**src/rtl/cpu_ctrl_pkg.sv**
```systemverilog
// Shared control-unit definitions for the bus sequencer: step states,
// opcodes, bus-source indices and instruction-register field positions.
package cpu_ctrl_pkg;

  localparam int BUS_W    = 24;
  localparam int NUM_REGS = 16;
  localparam int OPC_W    = 5;
  localparam int IR_W     = 32;

  // Instruction-register field positions.
  localparam int OPC_MSB = 31;
  localparam int OPC_LSB = 27;
  localparam int RA_MSB  = 26;
  localparam int RA_LSB  = 23;
  localparam int RB_MSB  = 22;
  localparam int RB_LSB  = 19;
  localparam int RC_MSB  = 18;
  localparam int RC_LSB  = 15;

  typedef enum logic [2:0] {IDLE, T0, T1, T2, T3, T4, T5, T6} state_e;

  localparam logic [OPC_W-1:0] OP_ADD  = 5'b00011;
  localparam logic [OPC_W-1:0] OP_SUB  = 5'b00100;
  localparam logic [OPC_W-1:0] OP_AND  = 5'b00101;
  localparam logic [OPC_W-1:0] OP_OR   = 5'b00110;
  localparam logic [OPC_W-1:0] OP_ROR  = 5'b00111;
  localparam logic [OPC_W-1:0] OP_ROL  = 5'b01000;
  localparam logic [OPC_W-1:0] OP_SHR  = 5'b01001;
  localparam logic [OPC_W-1:0] OP_SHRA = 5'b01010;
  localparam logic [OPC_W-1:0] OP_SHL  = 5'b01011;
  localparam logic [OPC_W-1:0] OP_MUL  = 5'b01111;
  localparam logic [OPC_W-1:0] OP_DIV  = 5'b10000;

  // Bus-source select bit indices; R0..R15 occupy 0..15.
  localparam logic [4:0] R0_IDX     = 5'd0;
  localparam logic [4:0] HI_IDX     = 5'd16;
  localparam logic [4:0] LO_IDX     = 5'd17;
  localparam logic [4:0] ZHI_IDX    = 5'd18;
  localparam logic [4:0] ZLO_IDX    = 5'd19;
  localparam logic [4:0] PC_IDX     = 5'd20;
  localparam logic [4:0] MDR_IDX    = 5'd21;
  localparam logic [4:0] INPORT_IDX = 5'd22;
  localparam logic [4:0] C_IDX      = 5'd23;

  // One-hot bus-source select for a given bit index.
  function automatic logic [BUS_W-1:0] bus_one_hot(input logic [4:0] idx);
    return 24'd1 << idx;
  endfunction

  // Single-result register-register ALU operations.
  function automatic logic is_alu_op(input logic [OPC_W-1:0] op);
    return (op >= OP_ADD) && (op <= OP_SHL);
  endfunction

  // Operations producing a HI/LO result pair.
  function automatic logic is_muldiv(input logic [OPC_W-1:0] op);
    return (op == OP_MUL) || (op == OP_DIV);
  endfunction

endpackage

```
**src/rtl/bus_sequencer_if.sv**
```systemverilog
// Handshake and control bundle between the bus sequencer (master side)
// and the instruction register / memory / datapath (slave side).
interface bus_sequencer_if;
  import cpu_ctrl_pkg::*;

  logic                start;
  logic [IR_W-1:0]     ir;
  logic                mem_rdy;
  logic [BUS_W-1:0]    bus_sel;
  logic [NUM_REGS-1:0] reg_in;
  logic                pc_in, ir_in, mar_in, mdr_in, y_in, z_in, hi_in, lo_in;
  logic                inc_pc, mem_read;
  logic [OPC_W-1:0]    alu_op;
  logic                busy, done, illegal, mem_err;

  modport master (
    input  start, ir, mem_rdy,
    output bus_sel, reg_in, pc_in, ir_in, mar_in, mdr_in, y_in, z_in,
           hi_in, lo_in, inc_pc, mem_read, alu_op, busy, done, illegal, mem_err
  );

  modport slave (
    output start, ir, mem_rdy,
    input  bus_sel, reg_in, pc_in, ir_in, mar_in, mdr_in, y_in, z_in,
           hi_in, lo_in, inc_pc, mem_read, alu_op, busy, done, illegal, mem_err
  );

endinterface

```
**src/rtl/bus_sequencer_mem_wait_timer.sv**
```systemverilog
// Saturating wait counter for the memory-read step. expired flags the
// enabled cycle that is the MAX_COUNT-th consecutive wait cycle.
module mem_wait_timer #(
  parameter int MAX_COUNT = 15,
  parameter int WIDTH     = 4
) (
  input  logic             clock,
  input  logic             clear_n,
  input  logic             clr,
  input  logic             en,
  output logic [WIDTH-1:0] count,
  output logic             expired
);

  logic [WIDTH-1:0] count_q;

  // Count enabled cycles, holding at MAX_COUNT; clr restarts from zero.
  always_ff @(posedge clock or negedge clear_n) begin
    // NOTE: clocked state uses non-blocking assignments so every register
    // samples pre-edge values regardless of statement order.
    if (!clear_n) begin
      count_q <= '0;
    end else if (clr) begin
      count_q <= '0;
    end else if (en && (count_q != WIDTH'(MAX_COUNT))) begin
      count_q <= count_q + 1'b1;
    end
  end

  assign count   = count_q;
  assign expired = en && (count_q == WIDTH'(MAX_COUNT - 1));

endmodule

```
**src/rtl/bus_sequencer.sv**
```systemverilog
// Control-step sequencer for the shared 32-bit datapath bus: steps fetch and
// register-register ALU instructions through T0..T6, driving one bus source
// select per cycle plus load enables, memory read and ALU opcode.
// Build option: define BUS_SEQUENCER_MULDIV_EN to enable the mul/div LO/HI
// write-back path; otherwise mul and div are reported as illegal.
module bus_sequencer
  import cpu_ctrl_pkg::*;
#(
  parameter int MEM_WAIT_MAX = 15,
  parameter int WAIT_W       = 4
) (
  input  logic           clock,
  input  logic           clear_n,
  bus_sequencer_if.master bus
);

`ifdef BUS_SEQUENCER_MULDIV_EN
  localparam bit MULDIV_EN = 1'b1;
`else
  localparam bit MULDIV_EN = 1'b0;
`endif

  state_e           state_q, state_d;
  logic [OPC_W-1:0] op_q;
  logic [3:0]       ra_q, rc_q;
  logic [OPC_W-1:0] ir_op;
  logic [3:0]       ir_ra, ir_rb, ir_rc;
  logic             op_legal;
  logic [WAIT_W-1:0] wait_cnt;
  logic             wait_expired;

  assign ir_op    = bus.ir[OPC_MSB:OPC_LSB];
  assign ir_ra    = bus.ir[RA_MSB:RA_LSB];
  assign ir_rb    = bus.ir[RB_MSB:RB_LSB];
  assign ir_rc    = bus.ir[RC_MSB:RC_LSB];
  assign op_legal = is_alu_op(ir_op) || (MULDIV_EN && is_muldiv(ir_op));

  mem_wait_timer #(
    .MAX_COUNT(MEM_WAIT_MAX),
    .WIDTH    (WAIT_W)
  ) u_mem_wait_timer (
    .clock  (clock),
    .clear_n(clear_n),
    .clr    (state_q != T1),
    .en     ((state_q == T1) && !bus.mem_rdy),
    .count  (wait_cnt),
    .expired(wait_expired)
  );

  // Step register; reset abandons any instruction in flight.
  always_ff @(posedge clock or negedge clear_n) begin
    if (!clear_n) state_q <= IDLE;
    else          state_q <= state_d;
  end

  // Capture opcode and destination/second-source fields as T3 ends.
  always_ff @(posedge clock or negedge clear_n) begin
    if (!clear_n) begin
      op_q <= '0;
      ra_q <= '0;
      rc_q <= '0;
    end else if (state_q == T3) begin
      op_q <= ir_op;
      ra_q <= ir_ra;
      rc_q <= ir_rc;
    end
  end

  // Next step and per-step control outputs.
  always_comb begin
    // NOTE: every output and state_d gets a default first, so no path
    // through the case leaves one unassigned and no latch is inferred.
    state_d      = state_q;
    bus.bus_sel  = '0;
    bus.reg_in   = '0;
    bus.pc_in    = 1'b0;
    bus.ir_in    = 1'b0;
    bus.mar_in   = 1'b0;
    bus.mdr_in   = 1'b0;
    bus.y_in     = 1'b0;
    bus.z_in     = 1'b0;
    bus.hi_in    = 1'b0;
    bus.lo_in    = 1'b0;
    bus.inc_pc   = 1'b0;
    bus.mem_read = 1'b0;
    bus.alu_op   = '0;
    bus.busy     = (state_q != IDLE);
    bus.done     = 1'b0;
    bus.illegal  = 1'b0;
    bus.mem_err  = 1'b0;

    case (state_q)
      IDLE: if (bus.start) state_d = T0;
      T0: begin
        bus.bus_sel = bus_one_hot(PC_IDX);
        bus.mar_in  = 1'b1;
        bus.inc_pc  = 1'b1;
        bus.z_in    = 1'b1;
        state_d     = T1;
      end
      T1: begin
        bus.bus_sel  = bus_one_hot(ZLO_IDX);
        bus.mem_read = 1'b1;
        bus.pc_in    = (wait_cnt == '0);
        if (bus.mem_rdy) begin
          bus.mdr_in = 1'b1;
          state_d    = T2;
        end else if (wait_expired) begin
          bus.mem_err = 1'b1;
          state_d     = IDLE;
        end
      end
      T2: begin
        bus.bus_sel = bus_one_hot(MDR_IDX);
        bus.ir_in   = 1'b1;
        state_d     = T3;
      end
      T3: begin
        if (op_legal) begin
          bus.bus_sel = bus_one_hot({1'b0, ir_rb});
          bus.y_in    = 1'b1;
          state_d     = T4;
        end else begin
          bus.illegal = 1'b1;
          state_d     = IDLE;
        end
      end
      T4: begin
        bus.bus_sel = bus_one_hot({1'b0, rc_q});
        bus.alu_op  = op_q;
        bus.z_in    = 1'b1;
        state_d     = T5;
      end
      T5: begin
        bus.bus_sel = bus_one_hot(ZLO_IDX);
        if (MULDIV_EN && is_muldiv(op_q)) begin
          bus.lo_in = 1'b1;
          state_d   = T6;
        end else begin
          bus.reg_in = 16'd1 << ra_q;
          bus.done   = 1'b1;
          state_d    = IDLE;
        end
      end
      T6: begin
        bus.bus_sel = bus_one_hot(ZHI_IDX);
        bus.hi_in   = MULDIV_EN;
        bus.done    = 1'b1;
        state_d     = IDLE;
      end
      default: state_d = IDLE;
    endcase
  end

endmodule

```
**src/flat_wrapper.sv**
```systemverilog
// flat-port wrapper written by rule: the top's interface ports become plain ports
module bus_sequencer_flat import cpu_ctrl_pkg::*;
#(
  parameter int MEM_WAIT_MAX = 15,
  parameter int WAIT_W       = 4
)
  (clock, clear_n, bus_start, bus_ir, bus_mem_rdy, bus_bus_sel, bus_reg_in, bus_pc_in, bus_ir_in, bus_mar_in, bus_mdr_in, bus_y_in, bus_z_in, bus_hi_in, bus_lo_in, bus_inc_pc, bus_mem_read, bus_alu_op, bus_busy, bus_done, bus_illegal, bus_mem_err);
  bus_sequencer_if bus_i ();
  input  logic clock;
  input  logic clear_n;
  input wire logic [$bits(bus_i.start)-1:0] bus_start;
  input wire logic [$bits(bus_i.ir)-1:0] bus_ir;
  input wire logic [$bits(bus_i.mem_rdy)-1:0] bus_mem_rdy;
  output wire logic [$bits(bus_i.bus_sel)-1:0] bus_bus_sel;
  output wire logic [$bits(bus_i.reg_in)-1:0] bus_reg_in;
  output wire logic [$bits(bus_i.pc_in)-1:0] bus_pc_in;
  output wire logic [$bits(bus_i.ir_in)-1:0] bus_ir_in;
  output wire logic [$bits(bus_i.mar_in)-1:0] bus_mar_in;
  output wire logic [$bits(bus_i.mdr_in)-1:0] bus_mdr_in;
  output wire logic [$bits(bus_i.y_in)-1:0] bus_y_in;
  output wire logic [$bits(bus_i.z_in)-1:0] bus_z_in;
  output wire logic [$bits(bus_i.hi_in)-1:0] bus_hi_in;
  output wire logic [$bits(bus_i.lo_in)-1:0] bus_lo_in;
  output wire logic [$bits(bus_i.inc_pc)-1:0] bus_inc_pc;
  output wire logic [$bits(bus_i.mem_read)-1:0] bus_mem_read;
  output wire logic [$bits(bus_i.alu_op)-1:0] bus_alu_op;
  output wire logic [$bits(bus_i.busy)-1:0] bus_busy;
  output wire logic [$bits(bus_i.done)-1:0] bus_done;
  output wire logic [$bits(bus_i.illegal)-1:0] bus_illegal;
  output wire logic [$bits(bus_i.mem_err)-1:0] bus_mem_err;
  assign bus_i.start = bus_start;
  assign bus_i.ir = bus_ir;
  assign bus_i.mem_rdy = bus_mem_rdy;
  assign bus_bus_sel = bus_i.bus_sel;
  assign bus_reg_in = bus_i.reg_in;
  assign bus_pc_in = bus_i.pc_in;
  assign bus_ir_in = bus_i.ir_in;
  assign bus_mar_in = bus_i.mar_in;
  assign bus_mdr_in = bus_i.mdr_in;
  assign bus_y_in = bus_i.y_in;
  assign bus_z_in = bus_i.z_in;
  assign bus_hi_in = bus_i.hi_in;
  assign bus_lo_in = bus_i.lo_in;
  assign bus_inc_pc = bus_i.inc_pc;
  assign bus_mem_read = bus_i.mem_read;
  assign bus_alu_op = bus_i.alu_op;
  assign bus_busy = bus_i.busy;
  assign bus_done = bus_i.done;
  assign bus_illegal = bus_i.illegal;
  assign bus_mem_err = bus_i.mem_err;
  bus_sequencer #(.MEM_WAIT_MAX(MEM_WAIT_MAX), .WAIT_W(WAIT_W)) u_core (.clock(clock), .clear_n(clear_n), .bus(bus_i));
endmodule
```
**config.mk**
```make
export PLATFORM = sky130hd
export DESIGN_NAME = bus_sequencer_flat
export DESIGN_NICKNAME = d
export VERILOG_FILES = /design/src/rtl/cpu_ctrl_pkg.sv /design/src/rtl/bus_sequencer_if.sv /design/src/rtl/bus_sequencer_mem_wait_timer.sv /design/src/rtl/bus_sequencer.sv /design/src/flat_wrapper.sv
export SDC_FILE = /design/constraint.sdc
export NUM_CORES = 1
export LEC_CHECK = 0
export CORE_ASPECT_RATIO = 1.75
export CORE_UTILIZATION = 40
export DETAILED_ROUTE_END_ITERATION = 8
export PLACE_DENSITY = 0.87
export SLEW_MARGIN = 5
export SYNTH_ARGS = -nofsm -noshare
export SYNTH_HDL_FRONTEND = slang
export SYNTH_SLANG_ARGS = --single-unit
```
**constraint.sdc**
```tcl
create_clock -name clock -period 4.35 [get_ports clock]
set_input_delay 0.6525 -clock clock [delete_from_list [all_inputs] [get_ports clock]]
set_output_delay 0.6525 -clock clock [all_outputs]
set_load 0.01 [all_outputs]
```
==> summary.txt <==
Pwr
  – Power per cell area: 440.9 nW/um^2
  – Max rail drop VDD: 0.0003592 V
  – LEAKAGE: 0.8482 nW

Clocking
  – Post_cts resized: 0
  – Longest Clk Path Bufs: 2
  – Worst-path clk slew: 0.07 ns
  – CTS tree: yes
  – Hold-fix buffers, CTS: 0
  – TritonCTS buffer count: 3
  – CTS Root Cell: clkbuf_8
  – Clk sink count: 20
  – H-tree levels: 1
  – Worst skew pair latency: 0.25 ns
  – Post-CTS setup buffer count: 0

Cells and area
  – # nets final: 271
  – Layout overhead on the synthesized area: 48.58%
  – Number of inserted diodes: 0
  – Fin cells: 276
  – Layout Utilization: 0.6200
  – Layout cells sized above 1: 0.1000

Floorplanning
  – Die H: 82.98 um
  – Std-Cell Core Area: 3592 um^2
  – Die W: 48.28 um
  – Site Rows: 29
  – Starting Density: 0.4173
  – Full die area: 4006 um^2
  – I/O Pins: 95

Synth
  – #FFs+latches synth: 20
  – Yosys cell types: 42
  – Cell count after synthesis: 166
  – Simple-Gate Fraction of Synth Area: 0.3072
  – Post-Synth Adder-Cell Area: 0.02504
  – Most common flop cell mapped by yosys: dfrtp_1
  – Count leader, synth: dfrtp_1
  – Synthesized area: 1499 um^2
  – Leading area contributor after synthesis: dfrtp_1
  – Cells taking the most area after synthesis: dfrtp_1 (33%), mux2_2 (9.8%), o22ai_1 (5.4%)
  – Xor and xnor area share after synthesis: 0.005843
  – Synth top area share: 0.3339
  – Mux cell area share after synthesis: 0.09766
  – Post-synth ARST share: 1.000
  – Syn avg cell area: 9.030 um^2
  – Sequential share of the synthesized area: 0.3339
  – YS warnings: 0
  – Post-synth EDFFs: 0
  – Post-synth top cells: dfrtp_1 (20), nor2_1 (19), mux2_2 (13), o22ai_1 (13)
  – Main combinational cell family by area after synthesis: simple AND/OR/NAND/NOR gates
  – Synth Area in Compound Gates: 0.1252

Routing
  – Vias: 1491
  – Post-Route WL: 3872 um
  – Drc violations: 0
  – Final ANT Viol Nets: 0
  – DR WL/cell: 14.03 um
  – Vias per inst: 5.402
  – Initial DRC Count: 26
  – DRT Pass-1 Iters: 6

Run
  – Max cap viols: 0

Status
  – Run status: complete, no violations

Critical path
  – Maximum fanout along the worst path: 21
  – CP max stage delay: 0.70 ns
  – CP startpoint kind: register
  – Arr. time, crit path: 2.69 ns
  – Cells along the critical path: nor3b_4 > buf_4 > nand3_2 > o22ai_1 > clkdlybuf4s50_1
  – Setup Crit Path Kind: reg -> out
  – Crit end category: output port
  – Slowest CP cell: dfrtp_1
  – FF-to-FF path depth: 3
  – Worst Path Required: 3.70 ns
  – RR Startpoint: u_core.state_q[2]
  – Crit. Startpoint: u_core.state_q[2]

Global route
  – Initial antenna violation count: 0
  – GRT Total Usage: 0.1943
  – Congestion Overflow GR: 0
  – First-pass GRT wire length: 5809 um
  – Vias in the first global route: 1288
  – Largest net degree at the start of global routing: 22

STA
  – Max-slew violations: 0
  – Tightest Pin Transition: 0.8866 ns
  – RSZ-0062 raised after global routing: false
  – Setup TNS: 0 ns
  – Endpoints failing setup: 0
  – Highest clock rate: 299.0 MHz
  – Rel. slew slack: 0.4071
  – Final hold violations: 0
  – Final Skew: 0.003595 ns
  – Post-layout min period: 3.345 ns
  – Tcrit/Tclk final: 0.7689

Hold path
  – HP Start: u_core.op_q[3]
  – Hold depth: 1
  – Hold Crit Class: reg -> reg

Placed design
  – DP HPWL: 3056 um
  – Gpl congestion: 0.8623
  – IO buf count: 73
  – DP Cell Count: 273
state kept, by name, indices dropped and copies added (netlist names):
signal	count
u_core.rc_q	4
u_core.ra_q	4
u_core.state_q	3
u_core.u_mem_wait_timer.count	4
u_core.op_q	5
cells in the final DEF (no fill, tap or decap), types with 6 or more instances in the layout:
cell type         n
nand4b_1          6
o22ai_1          13
nand2b_1          9
nand2_1           6
nor2_1           19
nor3_1            6
clkdlybuf4s50_1  73
dfrtp_1          20
nand4_1           7
and3_1            6
mux2_2           13
inv_1             7
conb_1            6
logic make-up after synthesis:
| family | after synthesis |
|---|---|
| adders and majority gates | 3 |
| and+or+nand+nor | 76 |
| muxes | 13 |
| buffers and inverters | 25 |
| DFF | 20 |
| AOI/OAI and AO/OA | 27 |
| other | 1 |
| xor gates and xnor gates | 1 |
per-layer routing:
metal	part of all wire	GRT usage
met5	0	0
met4	0.017	0.06313
met3	0.035	0.01304
met2	0.55	0.3370
met1	0.40	0.2355
area by class of cell:
cell class,instances,area (um^2)
fillers,312,1365
multi-input cells,126,863.3
repair buffers,74,738.2
flip-flops and latches,20,500.5
well taps,46,57.56
clock buffers,3,41.29
inverters,7,26.28
worst max-delay path: cells and delay by family (launching register included):
family / cells / cell delay [ns]
simple gates: 2 / 0.71
compound gates: 1 / 0.18
buf+inv: 2 / 0.84
flops: 1 / 0.70
worst paths after layout:
| check | endpoint | slack [ns] |
|---|---|---|
| worst max-delay path | bus_bus_sel[15] | 1.01 |
| worst min-delay path | u_core.op_q[3] | 0.50 |
| worst max register to register | u_core.rc_q[0] | 2.38 |
| worst min register to register | u_core.op_q[3] | 0.50 |
| max in group asynchronous | u_core.u_mem_wait_timer.count[1] | 2.90 |
| min in group asynchronous | u_core.op_q[4] | 0.90 |
power breakdown:
group | leakage [nW] | internal, mW | switching [mW]
Combinational | 0.577 | 0.273 | 0.217
Clock | 0.0216 | 0.0615 | 0.0554
Sequential | 0.250 | 0.266 | 0.110
Total | 0.848 | 0.600 | 0.382
through the flow:
step | cell area, um^2 | setup slack (ns) | hold WS, ns | power, mW
floorplan | 1518 | 2.251 | 0.3569 | 0.7058
global placement | 2186 | 1.193 | 0.4804 | 0.8529
detailed placement | 2186 | 1.156 | 0.4883 | 0.8671
CTS | 2227 | 1.008 | 0.5045 | 0.9859
global route | 2227 | 0.8251 | 0.5288 | 1.057
finish | 2227 | 1.005 | 0.5001 | 0.9820
Note: power is estimated with default switching activity, not from simulation.
